--- src/rtl/pll_reset_ctrl.sv ---
// PLL reset sequencer: pulses the PLL reset, qualifies a synchronized lock,
// retries on lock timeout and latches a fault after repeated failures.
module pll_reset_ctrl #(
  parameter int unsigned RST_CYCLES          = 8,
  parameter int unsigned LOCK_STABLE_CYCLES  = 1024,
  parameter int unsigned LOCK_TIMEOUT_CYCLES = 65535,
  parameter int unsigned MAX_RETRIES         = 4
) (
  input  logic       clk_i,
  input  logic       rst_n_i,
  input  logic       locked_i,
  input  logic       restart_i,
  output logic       pll_rst_o,
  output logic       ready_o,
  output logic       fault_o,
  output logic [7:0] relock_count_o,
  output logic [2:0] state_o
);

  typedef enum logic [2:0] {
    ST_ASSERT    = 3'd0,
    ST_WAIT_LOCK = 3'd1,
    ST_STABLE    = 3'd2,
    ST_READY     = 3'd3,
    ST_FAULT     = 3'd4
  } state_e;

  localparam logic [15:0] RST_LAST    = 16'(RST_CYCLES - 1);
  localparam logic [15:0] STABLE_LAST = 16'(LOCK_STABLE_CYCLES - 1);
  localparam logic [15:0] TMO_LAST    = 16'(LOCK_TIMEOUT_CYCLES - 1);
  localparam logic [3:0]  RETRY_MAX   = 4'(MAX_RETRIES);

  logic        sync1_q;
  logic        lock_s;
  state_e      state_q, state_d;
  logic [15:0] cnt_q, cnt_d;
  logic [3:0]  retry_q, retry_d, retry_inc;
  logic [7:0]  relock_q, relock_d;
  logic        pll_rst_q, ready_q, fault_q;

  assign retry_inc = retry_q + 4'd1;

  // Two-flop synchronizer for the asynchronous lock indication
  always_ff @(posedge clk_i or negedge rst_n_i) begin
    if (!rst_n_i) begin
      sync1_q <= 1'b0;
      lock_s  <= 1'b0;
    end else begin
      sync1_q <= locked_i;
      lock_s  <= sync1_q;
    end
  end

  // Next-state, counter, retry and relock computation
  always_comb begin
    state_d  = state_q;
    retry_d  = retry_q;
    relock_d = relock_q;
    if (restart_i) begin
      state_d = ST_ASSERT;
      retry_d = 4'd0;
    end else begin
      case (state_q)
        ST_ASSERT: begin
          if (cnt_q == RST_LAST) state_d = ST_WAIT_LOCK;
          else                   state_d = ST_ASSERT;
        end
        ST_WAIT_LOCK: begin
          if (lock_s) begin
            state_d = ST_STABLE;
          end else if (cnt_q == TMO_LAST) begin
            retry_d = retry_inc;
            state_d = (retry_inc == RETRY_MAX) ? ST_FAULT : ST_ASSERT;
          end else begin
            state_d = ST_WAIT_LOCK;
          end
        end
        ST_STABLE: begin
          if (!lock_s) begin
            state_d = ST_WAIT_LOCK;
          end else if (cnt_q == STABLE_LAST) begin
            state_d = ST_READY;
            retry_d = 4'd0;
          end else begin
            state_d = ST_STABLE;
          end
        end
        ST_READY: begin
          if (!lock_s) begin
            state_d  = ST_ASSERT;
            relock_d = (relock_q == 8'hFF) ? relock_q : relock_q + 8'd1;
          end else begin
            state_d = ST_READY;
          end
        end
        ST_FAULT: state_d = ST_FAULT;
        default:  state_d = ST_ASSERT;
      endcase
    end
    // Restart re-enters ASSERT even from ASSERT, so it also clears the counter
    if (restart_i || (state_d != state_q)) begin
      cnt_d = 16'd0;
    end else if (cnt_q == 16'hFFFF) begin
      cnt_d = cnt_q;
    end else begin
      cnt_d = cnt_q + 16'd1;
    end
  end

  // State registers; outputs are decoded from the next state so they change on the same edge
  always_ff @(posedge clk_i or negedge rst_n_i) begin
    if (!rst_n_i) begin
      state_q   <= ST_ASSERT;
      cnt_q     <= 16'd0;
      retry_q   <= 4'd0;
      relock_q  <= 8'd0;
      pll_rst_q <= 1'b1;
      ready_q   <= 1'b0;
      fault_q   <= 1'b0;
    end else begin
      state_q   <= state_d;
      cnt_q     <= cnt_d;
      retry_q   <= retry_d;
      relock_q  <= relock_d;
      pll_rst_q <= (state_d == ST_ASSERT) || (state_d == ST_FAULT);
      ready_q   <= (state_d == ST_READY);
      fault_q   <= (state_d == ST_FAULT);
    end
  end

  assign pll_rst_o      = pll_rst_q;
  assign ready_o        = ready_q;
  assign fault_o        = fault_q;
  assign relock_count_o = relock_q;
  assign state_o        = state_q;

endmodule

--- config.mk ---
export PLATFORM = sky130hd
export DESIGN_NAME = pll_reset_ctrl
export DESIGN_NICKNAME = d
export VERILOG_FILES = /design/src/rtl/pll_reset_ctrl.sv
export SDC_FILE = /design/constraint.sdc
export NUM_CORES = 1
export LEC_CHECK = 0
export CORE_ASPECT_RATIO = 1.75
export CORE_MARGIN = 3
export CORE_UTILIZATION = 57
export CTS_CLUSTER_DIAMETER = 80
export CTS_CLUSTER_SIZE = 12
export DETAILED_ROUTE_END_ITERATION = 16
export PLACE_DENSITY_LB_ADDON = 0.2
export REMOVE_ABC_BUFFERS = 1
export SKIP_LAST_GASP = 1
export SLEW_MARGIN = 5
export SYNTH_ARGS = -nofsm -noshare
export SYNTH_HDL_FRONTEND = slang
export SYNTH_SLANG_ARGS = --single-unit
--- constraint.sdc ---
create_clock -name clk_i -period 2.9 [get_ports clk_i]
set_input_delay 0.58 -clock clk_i [delete_from_list [all_inputs] [get_ports clk_i]]
set_output_delay 0.58 -clock clk_i [all_outputs]
set_load 0.01 [all_outputs]
==> results of run 1 <==
[worst min path at each step]
stage                            startpoint                   end  slack [ps]  depth (start not counted)
final                     sync1_q$_DFF_PN0_      lock_s$_DFF_PN0_         370                          0
after floorplan                     rst_n_i  cnt_q[0]$_DFFE_PN0P_         280                          0
after CTS                 sync1_q$_DFF_PN0_      lock_s$_DFF_PN0_         370                          0
after detailed placement  sync1_q$_DFF_PN0_      lock_s$_DFF_PN0_         350                          0
after global routing      sync1_q$_DFF_PN0_      lock_s$_DFF_PN0_         380                          0
after global placement    sync1_q$_DFF_PN0_      lock_s$_DFF_PN0_         330                          0
[area by class of cell]
cell class              instances  area [um^2]  area share (%)
repair buffers                 22          208            9.03
clock inverters                 1         5.00           0.218
well taps                      43         53.8            2.34
flip-flops and latches         36          902            39.2
multi-input cells             149         1040            45.4
inverters                       3         11.3           0.490
clock buffers                   7         76.3            3.32
[sequential cells by signal, summed over array words and instances, names as in the netlist]
register and flops:
relock_count_o 8, sync1_q 1, cnt_q 16, pll_rst_o 1, state_o 3, retry_q 4, ready_o 1, lock_s 1
fault_o 1
[cells in the final DEF, fill, tap and decap left out, types with 3 or more instances in the layout]
| cell | n |
|---|---|
| dfrtp_1 | 35 |
| clkdlybuf4s50_1 | 17 |
| nand3_1 | 16 |
| nand2_1 | 11 |
| xor2_1 | 11 |
| a21oi_1 | 10 |
| a21oi_2 | 10 |
| nor3_1 | 9 |
| nand4_1 | 7 |
| xnor2_1 | 7 |
| nor2_1 | 6 |
| and3_1 | 5 |
| or3_1 | 5 |
| o21ai_0 | 5 |
| clkbuf_8 | 5 |
| buf_4 | 5 |
| nand2b_1 | 4 |
| a22o_1 | 4 |
| ha_1 | 4 |
| inv_1 | 3 |
| nor3b_1 | 3 |
| nor4_1 | 3 |
[critical path: cells and delay by family (launching register included)]
kind | cells | cell delay, ps
compound gates | 3 | 1240
flops | 1 | 450
simple gates | 2 | 680
[per-layer routing]
metal / track usage [%] / up-vias
met2: 43.1 / 37
met3: 4.47 / 7
met1: 22.4 / 821
met4: 11.3 / 0
met5: 0 / -
li1: - / 766
[cell families (layout without fill, tap and decap cells)]
family	count (synthesis)	in the layout	share of synthesized area, %
simple gates	81	81	24.4
buf+inv	7	33	1.95
compound gates	45	45	17.2
fa+ha+maj	4	4	2.52
mux	1	1	0.567
flops	36	36	45.5
xor+xnor	18	18	7.94
[where the power goes]
group          switching, mW  total, mW  internal (mW)
registers             0.0152      0.530          0.515
clock network          0.168      0.336          0.168
logic                 0.0409     0.0716         0.0307
==> results.md, run 1 <==
- Status: completed
- Routed WL per cell: 16.5 um
- Final GP Congestion: between 0.9 and 1
- Sum Neg Setup Slack: 0 ps
- Critical path startpoint: cnt_q[9]$_DFFE_PN0P_
- Synth async-reset ratio: between 90% and 100%
- DR top layer: met4
- Fmax: 400 MHz
- Cts-stage hold buffer count: 0
- DR vias: 1631
- Post-synth cell types: 46
- Internal reg-to-reg setup slack: 400 ps
- Dpl cells: 253
- Max-slew headroom: 30.8%
- Post-cts sizing count: 0
- Setup Skew: 1.71 ps
- CP endpoint kind: flop
- Vias/cell: 6.25
- Static Leak: 0.979 nW
- Fin crit share: 86.2%
- H-tree Lvls: 2
- Slowest-stage cell, CP: a21oi_2
- I/O pins: 18
- Fin. max-slew vios: 0
- FF-to-FF End: cnt_q[7]$_DFFE_PN0P_
- Largest net degree at the start of global routing: 37
- R2R Path Start: cnt_q[9]$_DFFE_PN0P_
- Peak VDD IR: about 0.32 mV
- Crit Path Class: reg -> reg
- Core Area: 3240 um^2
- # DRC: 0
- DP Wirelength: 3.18 mm
- Final core occ: 70.9%
- TritonCTS buffer count: 5
- Crit path arrival time: 2670 ps
- Required time worst endpoint: 3070 ps
- Dpl ws: 410 ps
- Layout filler cell count: approximately 250
- All-Layer GR Usage: 22.8%
- Critical path cell sequence: nand4_1 -> nor4_4 -> a311oi_1 -> a21oi_2 -> o2bb2a_1
- Crit path to: cnt_q[7]$_DFFE_PN0P_
- Clock Root Buffer: clkbuf_8
- Post-Layout Cell Count: roughly 260
- Sequential area share after synthesis: between 40% and 50%
- Row cnt: 27
- Remaining antenna violation count: 0
- Met2 wire len: approximately 2.5 mm
- Number of synthesized register bits: 36
- Synth Warn #: 0
- Antenna violations before repair: 0
- Ranking of synthesized cells by area: dfrtp_1, xor2_1, a21oi_2
- GRT Residual Overflow: 0
- Hold/Removal Path Class: reg -> reg
- Post-CTS Setup Bufs: 0
- RSZ-0062 raised after global routing: false
- Vias in the first global route: about 1700
- First-pass GRT wire length: 7.51 mm
- Met1 WL: 1.59 mm
- Total chip power: about 940 uW
- Die Width: 50.6 um
- DIE HEIGHT: 84.1 um
- Number of flops mapped to enable cells by yosys: 0
- Top cell type's share of synthesized area: 44.1%
- P&R area growth vs syn: 15.9%
- Design area: 2300 um^2
- Power per cell area: about 410 nW/um^2
- Minimum hold slack: 365 ps
- Clk sink count: 36
- Worst-Skew Late Latency: 280 ps
- Initial core utilization: 61.2%
- Synth area leader: dfrtp_1
- I/O Buffers: 17
- Post-synth top cells: dfrtp_1, nand3_1, nand2_1, xor2_1
- CTS tree: done
- Average size of a mapped cell: between 10 and 15 um^2
- DR WL met3: 138 um
- Final WL: 4.30 mm
- Starting DRT DRC Count: 52
- CTS clk-pin slew, worst paths: approximately 70 ps
- Clock Tree Buf Depth: 2
- Nets: 225
- Most frequent cell after synthesis: dfrtp_1
- Worst setup margin: ~400 ps
- DRT Pass-1 Iters: 4
- Synthesized cell area: 1980 um^2
- Reg2reg path depth: 5
- Max_cap viols: 0
- Least-Margin Pin Slew: 1040 ps
- Startpoint types: flop
- Tmin final: approximately 2500 ps
- Placed Area: 2220 um^2
- Delay of the slowest critical-path stage: ~770 ps
- Gate Count Post-Synth: 192
- Ys flop type: dfrtp_1
- Layout cells sized above 1: 14.7%
- Hold violation total from the final report: 0
- Die footprint: 4250 um^2
- Final setup viols: 0
- Antenna cells: 0
- Crit-path max FO: 16
No activity file was read; power rests on OpenSTA's default activity.
==> inputs of run 2 (changes only) <==
--- a/config.mk
+++ b/config.mk
@@ -11,6 +11,7 @@
 export CTS_CLUSTER_DIAMETER = 80
 export CTS_CLUSTER_SIZE = 12
 export DETAILED_ROUTE_END_ITERATION = 16
+export MAX_ROUTING_LAYER = met4
 export PLACE_DENSITY_LB_ADDON = 0.2
 export REMOVE_ABC_BUFFERS = 1
 export SKIP_LAST_GASP = 1
==> run 2 against run 1 <==
- maximum frequency fell by 1.3%
- combinational power up 1%
- global-route usage grew 1.1 points
- critical path type unchanged
==> results.md, run 2 (synthesis results as in run 1) <==
- TritonCTS buffer count: 5
- Startpoint types: flop
- Minimum hold slack: 363 ps
- H-tree Lvls: 2
- DIE HEIGHT: 84.1 um
- Status: completed
- I/O Buffers: 17
- Layout filler cell count: about 260
- Max reg flops: 16
- Nets: 224
- Critical path cell sequence: nand4_1 -> nor4_4 -> a311oi_1 -> a21oi_2 -> o2bb2a_1
- # DRC: 0
- Least-Margin Pin Slew: 1030 ps
- Post-Layout Cell Count: 260
- Sum Neg Setup Slack: 0 ps
- Max-slew headroom: 31.3%
- Vias/cell: 6.15
- Delay of the slowest critical-path stage: 770 ps
- Most frequent cells in the layout: dfrtp_1, clkdlybuf4s50_1, nand3_1, nand2_1, xor2_1
- Fin crit share: 87.3%
- Layout cells sized above 1: 14.7%
- Commonest non-fill, non-tap cell in the layout: dfrtp_1
- Largest Register: cnt_q
- Static Leak: 0.975 nW
- Worst path buffer plus inverter count: 0
- Family with the most delay on the worst path: compound AO/OA/AOI/OAI gates
- Clock Root Buffer: clkbuf_8
- Worst-Skew Late Latency: between 200 and 300 ps
- Hold violation total from the final report: 0
- Crit-path max FO: 16
- Met3 Use GR: under 10%
- Final setup viols: 0
- All-Layer GR Usage: a little under a quarter
- Max_cap viols: 0
- Clk sink count: 36
- Final GP Congestion: 0.912
- Required time worst endpoint: 3070 ps
- Slowest-stage cell, CP: a21oi_2
- Antenna cells: 0
- DR vias: 1598
- P&R area growth vs syn: 16.1%
- DP Wirelength: 3.09 mm
- Met1 Track Usage GR: 24.6%
- CP endpoint kind: flop
- Antenna violations before repair: 0
- Row cnt: 27
- GRT Residual Overflow: 0
- Power per cell area: approximately 420 nW/um^2
- Dpl cells: 252
- Final core occ: 71.1%
- Fin. max-slew vios: 0
- Initial core utilization: 61.2%
- Die footprint: between 4000 and 5000 um^2
- CTS tree: done
- Core Area: 3240 um^2
- Remaining antenna violation count: 0
- I/O pins: 18
- Dpl ws: 367 ps
- Die Width: 50.6 um
- Tmin final: 2530 ps
- Worst setup margin: 368 ps
- Placed Area: 2210 um^2
- Cts-stage hold buffer count: 0
- Largest net degree at the start of global routing: 37
- CTS clk-pin slew, worst paths: 70 ps
- Peak VDD IR: about 0.36 mV
- First-pass GRT wire length: between 7 and 8 mm
- Final WL: 4.26 mm
- DRT Pass-1 Iters: 4
- GR peak layer: met2
- Total chip power: slightly below 1 mW
- Vias in the first global route: 1651
- Post-cts sizing count: 0
- Routed WL per cell: 16.4 um
- Crit path arrival time: 2700 ps
- Sequential cell area: 902 um^2
- Hold/Removal Path Class: reg -> reg
- Grt met2 use: about two fifths
- Fmax: 395 MHz
- Design area: 2300 um^2
- Clock Tree Buf Depth: 2
- Starting DRT DRC Count: 31
- RSZ-0062 raised after global routing: false
- Crit Path Class: reg -> reg
- Post-CTS Setup Bufs: 0
- Area of the multi-input gates: between 1000 and 1500 um^2
- Setup Skew: 8.03 ps
==> run 2: changes by cell type in the layout (fill, tap and decap cells not counted) <==
cell / previous run / this run
clkinvlp_4: 0 / 1
clkbuf_8: 5 / 6
clkinv_2: 1 / 0
clkbuf_1: 2 / 1
buf_4: 5 / 4
==> run 2: worst paths after layout <==
kind / startpoint / end / slack (ps) / cells past startpoint
setup / recovery: cnt_q[8]$_DFFE_PN0P_ / cnt_q[7]$_DFFE_PN0P_ / 370 / 5
hold / removal: sync1_q$_DFF_PN0_ / lock_s$_DFF_PN0_ / 360 / 0
setup reg to reg: cnt_q[8]$_DFFE_PN0P_ / cnt_q[7]$_DFFE_PN0P_ / 370 / 5
hold reg to reg: sync1_q$_DFF_PN0_ / lock_s$_DFF_PN0_ / 360 / 0
max in group asynchronous: rst_n_i / pll_rst_o$_DFF_PN1_ / 1870 / 2
min in group asynchronous: rst_n_i / retry_q[3]$_DFFE_PN0P_ / 700 / 2
==> run 2: cell type report <==
| class | count | share of cell area [%] |
|---|---|---|
| well taps | 43 | 2.33 |
| flip-flops and latches | 36 | 39.1 |
| inverters | 3 | 0.489 |
| clock inverters | 1 | 0.326 |
| multi-input cells | 149 | 45.3 |
| clock buffers | 7 | 3.75 |
| repair buffers | 21 | 8.69 |
==> run 2: worst reg2reg max path, delay by kind of cell, from the launching register on <==
family,cells,cell delay [ps]
compound gates,3,1250
simple gates,2,700
flops,1,450
==> run 2: layer usage <==
layer	vias to the layer above	part of all wire (%)
li1	767	-
met1	790	39
met2	28	55
met3	13	2.8
met4	0	3.0
met5	-	0
==> run 2: report_power, final <==
| group | switching (mW) | leakage, nW | internal (mW) | total (mW) |
|---|---|---|---|---|
| Combinational | 0.0408 | 0.441 | 0.0315 | 0.0723 |
| Clock | 0.176 | 0.0445 | 0.193 | 0.369 |
| Sequential | 0.0155 | 0.489 | 0.515 | 0.530 |
==> inputs of run 3 (changes only) <==
--- a/config.mk
+++ b/config.mk
@@ -15,7 +15,6 @@
 export PLACE_DENSITY_LB_ADDON = 0.2
 export REMOVE_ABC_BUFFERS = 1
 export SKIP_LAST_GASP = 1
-export SLEW_MARGIN = 5
 export SYNTH_ARGS = -nofsm -noshare
 export SYNTH_HDL_FRONTEND = slang
 export SYNTH_SLANG_ARGS = --single-unit
==> results of run 3 <==
Final layout, timing and power as in run 2 (identical DEF).
